--- config.mk ---
export PLATFORM = sky130hd
export DESIGN_NAME = led_seq_ctrl
export DESIGN_NICKNAME = d
export VERILOG_FILES = /design/src/rtl/led_seq_pkg.sv /design/src/rtl/led_tick_gen.sv /design/src/rtl/led_seq_ctrl.sv
export SDC_FILE = /design/constraint.sdc
export NUM_CORES = 1
export LEC_CHECK = 0
export BUFFER_PORTS_ARGS = -buffer_cell sky130_fd_sc_hd__buf_2
export CAP_MARGIN = 20
export CORE_MARGIN = 3
export CORE_UTILIZATION = 23
export DETAILED_ROUTE_END_ITERATION = 16
export PLACE_DENSITY_LB_ADDON = 0.3
export SLEW_MARGIN = 20
export SYNTH_ARGS = -nofsm -noshare
export SYNTH_HDL_FRONTEND = slang
export SYNTH_HIERARCHICAL = 1
export SYNTH_SLANG_ARGS = --single-unit
--- constraint.sdc ---
create_clock -name clk -period 7.59 [get_ports clk]
set_input_delay 0 -clock clk [delete_from_list [all_inputs] [get_ports clk]]
set_output_delay 0 -clock clk [all_outputs]
set_load 0.03 [all_outputs]
--- src/rtl/led_seq_pkg.sv ---
// Shared definitions for the LED sequencer.
// Holds the sequencer FSM state enum, config register addresses, MODE codes,
// and the bit positions used in the CTRL and STATUS registers.
package led_seq_pkg;

  typedef enum logic [1:0] {
    StIdle = 2'd0,
    StWr   = 2'd1,
    StRd   = 2'd2,
    StChk  = 2'd3
  } state_e;

  // Config slave register map
  localparam logic [1:0] AddrCtrl    = 2'd0;
  localparam logic [1:0] AddrPeriod  = 2'd1;
  localparam logic [1:0] AddrPattern = 2'd2;
  localparam logic [1:0] AddrStatus  = 2'd3;

  // CTRL.MODE encodings
  localparam logic [1:0] ModeStatic = 2'b00;
  localparam logic [1:0] ModeBlink  = 2'b01;
  localparam logic [1:0] ModeChase  = 2'b10;
  localparam logic [1:0] ModeCount  = 2'b11;

  // CTRL bit positions
  localparam int unsigned CtrlEnBit     = 0;
  localparam int unsigned CtrlModeLsb   = 1;
  localparam int unsigned CtrlVerifyBit = 3;

  // STATUS bit positions
  localparam int unsigned StatusBusyBit = 0;
  localparam int unsigned StatusVerrBit = 1;
  localparam int unsigned StatusMissBit = 2;

endpackage

--- src/rtl/led_tick_gen.sv ---
// Tick prescaler for the LED sequencer.
// Counts 0..period while en is high and pulses tick for one cycle when the
// count reaches the period, then wraps. Held at 0 while en is low.
//   clk, reset_n : clock, asynchronous active-low reset
//   en           : run enable
//   period       : terminal count (0 gives a tick every cycle)
//   tick         : one-cycle pulse on terminal count
module led_tick_gen #(
  parameter int unsigned PRESC_W = 24
) (
  input  logic               clk,
  input  logic               reset_n,
  input  logic               en,
  input  logic [PRESC_W-1:0] period,
  output logic               tick
);

  logic [PRESC_W-1:0] cnt_q, cnt_d;
  // Working copy of the period: follows the input while stopped and is only
  // refreshed on a wrap while running, so mid-run writes land on the next wrap.
  logic [PRESC_W-1:0] per_q, per_d;

  always_comb begin
    tick  = en && (cnt_q == per_q);
    cnt_d = cnt_q;
    per_d = per_q;
    if (!en) begin
      cnt_d = '0;
      per_d = period;
    end else if (tick) begin
      cnt_d = '0;
      per_d = period;
    end else begin
      cnt_d = cnt_q + PRESC_W'(1);
    end
  end

  always_ff @(posedge clk or negedge reset_n) begin
    if (!reset_n) begin
      cnt_q <= '0;
      per_q <= '0;
    end else begin
      cnt_q <= cnt_d;
      per_q <= per_d;
    end
  end

endmodule

--- src/rtl/led_seq_ctrl.sv ---
// LED sequencer: generates LED patterns on prescaled ticks and writes them to
// an LED PIO slave, optionally reading each value back to verify it.
//   clk, reset_n      : clock, asynchronous active-low reset
//   cfg_*             : config slave (CTRL, PERIOD, PATTERN, STATUS)
//   m_*               : master port to the LED PIO (zero wait states)
//   irq               : high while STATUS.VERR or STATUS.MISS is set
module led_seq_ctrl
  import led_seq_pkg::*;
#(
  parameter int unsigned WIDTH   = 6,
  parameter int unsigned PRESC_W = 24
) (
  input  logic             clk,
  input  logic             reset_n,
  input  logic [1:0]       cfg_address,
  input  logic             cfg_chipselect,
  input  logic             cfg_write_n,
  input  logic [31:0]      cfg_writedata,
  output logic [31:0]      cfg_readdata,
  output logic [1:0]       m_address,
  output logic             m_chipselect,
  output logic             m_write_n,
  output logic [WIDTH-1:0] m_writedata,
  input  logic [WIDTH-1:0] m_readdata,
  output logic             irq
);

  logic               en_q, en_d;
  logic [1:0]         mode_q, mode_d;
  logic               verify_q, verify_d;
  logic [PRESC_W-1:0] period_q, period_d;
  logic [WIDTH-1:0]   pattern_q, pattern_d;
  logic               verr_q, verr_d;
  logic               miss_q, miss_d;
  logic [WIDTH-1:0]   cur_q, cur_d;
  logic               pending_q, pending_d;
  logic [WIDTH-1:0]   rdata_q, rdata_d;
  state_e             state_q, state_d;
  logic               m_chipselect_q, m_chipselect_d;
  logic               m_write_n_q, m_write_n_d;

  logic tick;
  logic wr, wr_ctrl, wr_period, wr_pattern, wr_status;
  logic miss_set, verr_set;
  logic unused_wdata;

  assign unused_wdata = ^cfg_writedata;

  led_tick_gen #(
    .PRESC_W(PRESC_W)
  ) u_tick_gen (
    .clk    (clk),
    .reset_n(reset_n),
    .en     (en_q),
    .period (period_q),
    .tick   (tick)
  );

  function automatic logic [WIDTH-1:0] next_pattern(input logic [1:0]       mode,
                                                     input logic [WIDTH-1:0] cur,
                                                     input logic [WIDTH-1:0] pat);
    logic [WIDTH-1:0] nxt;
    case (mode)
      ModeBlink: nxt = cur ^ pat;
      ModeChase: nxt = (cur == '0) ? WIDTH'(1) : {cur[WIDTH-2:0], cur[WIDTH-1]};
      ModeCount: nxt = cur + WIDTH'(1);
      default:   nxt = pat;
    endcase
    return nxt;
  endfunction

  assign wr         = cfg_chipselect && !cfg_write_n;
  assign wr_ctrl    = wr && (cfg_address == AddrCtrl);
  assign wr_period  = wr && (cfg_address == AddrPeriod);
  assign wr_pattern = wr && (cfg_address == AddrPattern);
  assign wr_status  = wr && (cfg_address == AddrStatus);

  always_comb begin
    en_d      = en_q;
    mode_d    = mode_q;
    verify_d  = verify_q;
    period_d  = period_q;
    pattern_d = pattern_q;
    verr_d    = verr_q;
    miss_d    = miss_q;
    cur_d     = cur_q;
    pending_d = pending_q;
    rdata_d   = rdata_q;
    state_d   = state_q;
    miss_set  = 1'b0;
    verr_set  = 1'b0;

    if (wr_ctrl) begin
      en_d     = cfg_writedata[CtrlEnBit];
      mode_d   = cfg_writedata[CtrlModeLsb +: 2];
      verify_d = cfg_writedata[CtrlVerifyBit];
    end
    if (wr_period) period_d = cfg_writedata[PRESC_W-1:0];
    if (wr_pattern) pattern_d = cfg_writedata[WIDTH-1:0];

    unique case (state_q)
      StIdle: begin
        if (pending_q) begin
          state_d   = StWr;
          pending_d = 1'b0;
          miss_set  = tick;
        end else if (tick) begin
          // A PATTERN write landing with the tick counts as a pending
          // service: the written value goes out first and the tick is lost.
          if (wr_pattern) begin
            miss_set = 1'b1;
          end else begin
            state_d = StWr;
            cur_d   = next_pattern(mode_q, cur_q, pattern_q);
          end
        end
      end
      StWr: begin
        state_d  = verify_q ? StRd : StIdle;
        miss_set = tick;
      end
      StRd: begin
        rdata_d  = m_readdata;
        state_d  = StChk;
        miss_set = tick;
      end
      StChk: begin
        verr_set = (rdata_q != cur_q);
        state_d  = StIdle;
        miss_set = tick;
      end
    endcase

    // Overrides the FSM: a PATTERN write always (re)arms the next transaction.
    if (wr_pattern) begin
      cur_d     = cfg_writedata[WIDTH-1:0];
      pending_d = 1'b1;
    end

    // Clears first so that a coincident error event is never lost.
    if (wr_status && cfg_writedata[StatusVerrBit]) verr_d = 1'b0;
    if (wr_status && cfg_writedata[StatusMissBit]) miss_d = 1'b0;
    if (verr_set) verr_d = 1'b1;
    if (miss_set) miss_d = 1'b1;

    m_chipselect_d = (state_d == StWr) || (state_d == StRd);
    m_write_n_d    = (state_d != StWr);
  end

  always_ff @(posedge clk or negedge reset_n) begin
    if (!reset_n) begin
      en_q           <= 1'b0;
      mode_q         <= ModeStatic;
      verify_q       <= 1'b0;
      period_q       <= '0;
      pattern_q      <= '0;
      verr_q         <= 1'b0;
      miss_q         <= 1'b0;
      cur_q          <= '0;
      pending_q      <= 1'b0;
      rdata_q        <= '0;
      state_q        <= StIdle;
      m_chipselect_q <= 1'b0;
      m_write_n_q    <= 1'b1;
    end else begin
      en_q           <= en_d;
      mode_q         <= mode_d;
      verify_q       <= verify_d;
      period_q       <= period_d;
      pattern_q      <= pattern_d;
      verr_q         <= verr_d;
      miss_q         <= miss_d;
      cur_q          <= cur_d;
      pending_q      <= pending_d;
      rdata_q        <= rdata_d;
      state_q        <= state_d;
      m_chipselect_q <= m_chipselect_d;
      m_write_n_q    <= m_write_n_d;
    end
  end

  assign m_address    = 2'b00;
  assign m_chipselect = m_chipselect_q;
  assign m_write_n    = m_write_n_q;
  assign m_writedata  = cur_q;
  assign irq          = verr_q || miss_q;

  always_comb begin
    cfg_readdata = '0;
    unique case (cfg_address)
      AddrCtrl: begin
        cfg_readdata[CtrlEnBit]         = en_q;
        cfg_readdata[CtrlModeLsb +: 2]  = mode_q;
        cfg_readdata[CtrlVerifyBit]     = verify_q;
      end
      AddrPeriod:  cfg_readdata[PRESC_W-1:0] = period_q;
      AddrPattern: cfg_readdata[WIDTH-1:0]   = pattern_q;
      AddrStatus: begin
        cfg_readdata[StatusBusyBit] = (state_q != StIdle) || pending_q;
        cfg_readdata[StatusVerrBit] = verr_q;
        cfg_readdata[StatusMissBit] = miss_q;
      end
    endcase
  end

endmodule
# [Word-level counts from Yosys, hierarchy flattened]
# Index checks and enable logic that the tools add are counted.
[totals] reg_bits=101 input_bits=44 out_inout_bits=43
[classes] bitwise_logic=1 n_mux=30 n_reduce_logical=22 add_sub_neg=2 n_eq_ne=16
[op_table] cell="24-bit 2-to-1 mux" count=4
[op_table] cell="6-bit 2-to-1 mux" count=5
[op_table] cell="24-bit by 1-bit adder with 24-bit output, second input constant" count=1
[op_table] cell="24-bit == test" count=1
[op_table] cell="18-bit 2-to-1 mux" count=1
[op_table] cell="6-bit case mux with 3 select lines" count=1
[op_table] cell="2-bit == test, second input constant" count=7
[op_table] cell="3-bit case mux with 4 select lines" count=1
[op_table] cell="1-bit 2-to-1 mux" count=10
[op_table] cell="2-bit nonzero test" count=5
[op_table] cell="2-bit by 1-bit == test with 1-bit output, second input constant" count=4
[op_table] cell="1-bit logical AND" count=8
[op_table] cell="2-bit 2-to-1 mux" count=4
[op_table] cell="2-bit case mux with 4 select lines" count=1
[op_table] cell="6-bit by 1-bit adder with 6-bit output, second input constant" count=1
[op_table] cell="6-bit zero test" count=1
[op_table] cell="2-bit by 1-bit inequality test with 1-bit output, second input constant" count=3
[op_table] cell="6-bit inequality test" count=1
[op_table] cell="6-bit XOR" count=1
[op_table] cell="2-bit zero test" count=2
[op_table] cell="2-bit case mux with 2 select lines" count=1
[op_table] cell="1-bit logical OR" count=3
[op_table] cell="1-bit case mux with 3 select lines" count=1
[op_table] cell="3-bit AND reduction" count=1
[op_table] cell="other kinds (3)" count=3

# [Logic depth before layout (Yosys ltp)]
[depth] word_depth=9 depth_mapped=10 mapped_depth_nobuf=8

# [Hierarchy]
# Netlist, hierarchy kept.
[by_module_without_submodules] mod="led_seq_ctrl" cells_per_inst=266 area_per_inst_um2=2887.8 n_inst=1 seq_area_each_um2=1327.5
[by_module_without_submodules] mod="led_tick_gen" cells_per_inst=202 area_per_inst_um2=2333.5 n_inst=1 seq_area_each_um2=1201.2

# [Worst setup path before layout]
# OpenSTA, ideal clock, no wires.
[synth_path] path_type="reg-to-reg" from="reg u_tick_gen.cnt_q[6]" to="reg cur_q[5], in the netlist m_writedata[5]" setup_slack_ns=5.197 stages_incl_launch_ff=11 period_less_slack_ns=2.393 t_arrival_ns=2.261 setup_time_ns=0.132 cell_sequence="dfrtp_1 > clkbuf_2 > xnor2_1 > nand4_1 > nor4_1 > and3_1 > or4b_1 > buf_2 > a2111oi_4 > o31a_1 > a31oi_1"
[synth_via] elab_chain_len=4
[synth_rtl] item="start: declaration" line_no="led_tick_gen.sv:18" text="logic [PRESC_W-1:0] cnt_q, cnt_d;"
[synth_rtl] item="start signal: assignment" line_no="led_tick_gen.sv:43" text="cnt_q <= cnt_d;"
[synth_rtl] item="24-bit == test" line_no="led_tick_gen.sv:24" text="tick = en && (cnt_q == per_q);"
[synth_rtl] item="1-bit logical AND" line_no="led_tick_gen.sv:24"
[synth_rtl] item="named net tick" line_no="led_seq_ctrl.sv:42" text="logic tick;"
[synth_rtl] item="2-bit nonzero test (no source line)"
[synth_rtl] item="3-bit AND reduction (no source line)"
[synth_rtl] item="end signal: assignment" line_no="led_seq_ctrl.sv:173" text="cur_q <= cur_d;"
[synth_rtl] item="end: declaration" line_no="led_seq_ctrl.sv:35" text="logic [WIDTH-1:0] cur_q, cur_d;"
# The timed path passes the listed nets, and every way through them passes these cells.
# A chain may end at the register's enable or synchronous reset.

# [Worst setup path in the final report]
# Same ends and word-level chain as after synthesis.

==> results_dict.tcl <==
set metrics [dict create \
    fmax_mhz 356 \
    clock_skew_ps 9.73 \
    min_period_ps 2810 \
    num_rows 54 \
    seqPwrFrac 0.468 \
    synthTopCellsByArea "dfrtp_1 48%, mux2_2 13%, xnor2_1 6.9%" \
    async_flop_share 1.00 \
    drt_wl_total_um 12100 \
    grt_pass1_vias 3795 \
    yosys.area.top_type "dfrtp_1" \
    grt_start_max_net_pins 61 \
    fin_setup_tns_ps 0 \
    outcome "complete, no violations" \
    critPathArrivalTime_ps 3020 \
    multi_input_area_sq_mm 0.00248 \
    postCtsSetupRepairBufs 0 \
    hold_class "in2reg" \
    numPortBuffers 68 \
    ys_ff_latch 101 \
    ios 87 \
    gr-total-overflow 0 \
    yosysTopAreaCellShare 0.479 \
    viasPerCell 4.38 \
    drtPass1Iterations 4 \
    cts.htree.levels 3 \
    clk_latency_ps 360 \
    fill_cells 2261 \
    worst_pin_slew_ps 951 \
    cp_max_fo 6 \
    ys_seq_area_frac 0.484 \
    remaining_drc_errors 0 \
    tritoncts "done" \
    dp_hpwl_um 8700 \
    crit_type "reg2reg" \
    netlist_area_sq_mm 0.00522 \
    finalSetupViolations 0 \
    areaGrowthSynthToFinish_pct 22.2 \
    dpl_cell_area_sq_mm 0.00577 \
    combinationalPowerShare 0.263 \
    final_cell_mix "100 x dfrtp_1, 67 x buf_2, 58 x mux2_2, 41 x xnor2_1, 38 x nor2_1" \
    avgSynthCellArea_sq_um 11.2 \
    start_kind "register" \
    yosysUniqueCellTypes 60 \
    place.gp.congestion 0.832 \
    yosysWarnings 6 \
    intPower_mw 1.14 \
    p_per_area_mw_per_mm2 268 \
    final_core_util 0.289 \
    timing.final.crit_share 0.370 \
    seqCellArea_sq_mm 0.00253 \
    wire_per_inst_um 14.3 \
    switchingPower_uw 571 \
    diodes 0 \
    ys.flop_type "dfrtp_1" \
    cts_resized 0 \
    setup.worst_path.end_class "register" \
    mostFrequentLayoutCell "dfrtp_1" \
    drv_slew 0 \
    antenna_found_initial 0 \
    p_sw_frac 0.334 \
    fin_area_sq_mm 0.00638 \
    vias 3686 \
    grt_pass1_wl_um 20100 \
    drv_cap 0 \
    initial_utilization 0.236 \
    synth_edf_count 0 \
    leakage_nw 2.77 \
    maxSlewHeadroom 0.366 \
    drt_iter0_drc 222 \
    cts_root_buffer "clkbuf_16" \
    clockPowerShare 0.269 \
    numCtsBuffers 9 \
    synthCells 468 \
    hold_violations 0 \
    final_nets 610 \
    core_sq_mm 0.0221 \
    ant_nets 0 \
    ir_drop_uv 120 \
    drive_above_1_share 0.283 \
    clkSinkCount 101 \
    cts.path.max_buffers 2 \
    grt_usage 0.103 \
    die_w_um 157 \
    path_clk_slew_ps 70 \
    die_h_um 157 \
    required_ps 7800 \
    dieArea_sq_mm 0.0245 \
    rsz0062_at_grt "false" \
]
what timing repair did:
item                                    4_1_cts  5_1_grt
hold endpoints to repair                     87        0
hold buffers                                 31        0
endpoints found under the setup margin        0        0
sequential cells by signal, indices dropped and copies added, names as in the netlist:
register	count
state_q	2
m_chipselect	1
en_q	1
pending_q	1
rdata_q	6
period_q	24
verr_q	1
pattern_q	6
mode_q	2
verify_q	1
miss_q	1
m_writedata	6
u_tick_gen/cnt_q	24
u_tick_gen/per_q	24
m_write_n	1
layout make-up:
| type | count | area share |
|---|---|---|
| Clock buffer | 10 | 0.0374 |
| Inverter | 14 | 0.00823 |
| Tap cell | 280 | 0.0549 |
| Sequential cell | 101 | 0.396 |
| Multi-Input combinational cell | 329 | 0.389 |
| Clock inverter | 6 | 0.00941 |
| Timing Repair Buffer | 101 | 0.105 |
kinds of logic after synthesis:
kind of cell,synth area share
buffers and inverters,0.0470
adder cells (fa/ha/maj),0.0240
AO/OA/AOI/OAI,0.0637
other,0.000718
XOR/XNOR,0.0939
AND/OR/NAND/NOR,0.152
multiplexers,0.135
flip-flops,0.484
cell usage after synthesis, drive strengths merged, types with 3 or more instances:
cell	n
nand4	11
or4b	3
ha	10
clkbuf	8
nand2	35
a22oi	4
inv	14
xor2	15
o21ai	8
nor2b	8
a21oi	7
xnor2	41
a222oi	3
nor3	3
and2	18
dfrtp	100
nor2	39
mux2	58
nor4	4
buf	25
mux2i	5
nor4b	3
nand3	12
final timing paths:
kind                                      from        endpoint  slack, ps  cells after the start
min in group asynchronous              reset_n    m_chipselect        160                      2
hold reg to reg                   pattern_q[5]    pattern_q[5]        510                      2
hold / removal                     cfg_write_n          miss_q        120                      4
max in group asynchronous              reset_n    period_q[20]       6250                      3
setup / recovery           u_tick_gen/cnt_q[6]  m_writedata[5]       4780                      8
setup reg to reg           u_tick_gen/cnt_q[6]  m_writedata[5]       4780                      8
critical path: stages (launching register included):
cell and delay, ps:
dfrtp_1 450, xnor2_1 230, nand4_1 110, nor4_1 410, and3_1 290, or4b_1 630, a2111oi_4 310, o31a_1 170
a31oi_1 40
per-layer routing:
metal / track usage / part of all wire
met3: 0.0202 / 0.050
met5: 0 / 0
met4: 0.0417 / 0.020
met1: 0.143 / 0.47
met2: 0.159 / 0.46
power groups by stage:
stage / clock network [mW] / logic [mW] / registers [mW]
CTS: 0.479 / 0.459 / 0.802
detailed placement: 0 / 0.443 / 0.813
floorplan: 0 / 0.349 / 0.775
finish: 0.461 / 0.450 / 0.801
global placement: 0 / 0.435 / 0.806
global route: 0.505 / 0.498 / 0.822
per-stage QoR:
| stage | hold slack, ps | setup slack, ps | instances | total power [mW] |
|---|---|---|---|---|
| 4_1_cts | 103 | 4740 | 841 | 1.74 |
| 5_1_grt | 146 | 4570 | 841 | 1.83 |
| 3_3_place_gp | 7.33 | 4830 | 794 | 1.24 |
| 3_5_place_dp | 20.5 | 4750 | 794 | 1.26 |
| 2_1_floorplan | -296 | 5200 | 477 | 1.12 |
| 6_report | 116 | 4780 | 841 | 1.71 |
Power figures use the tool's default switching activity.
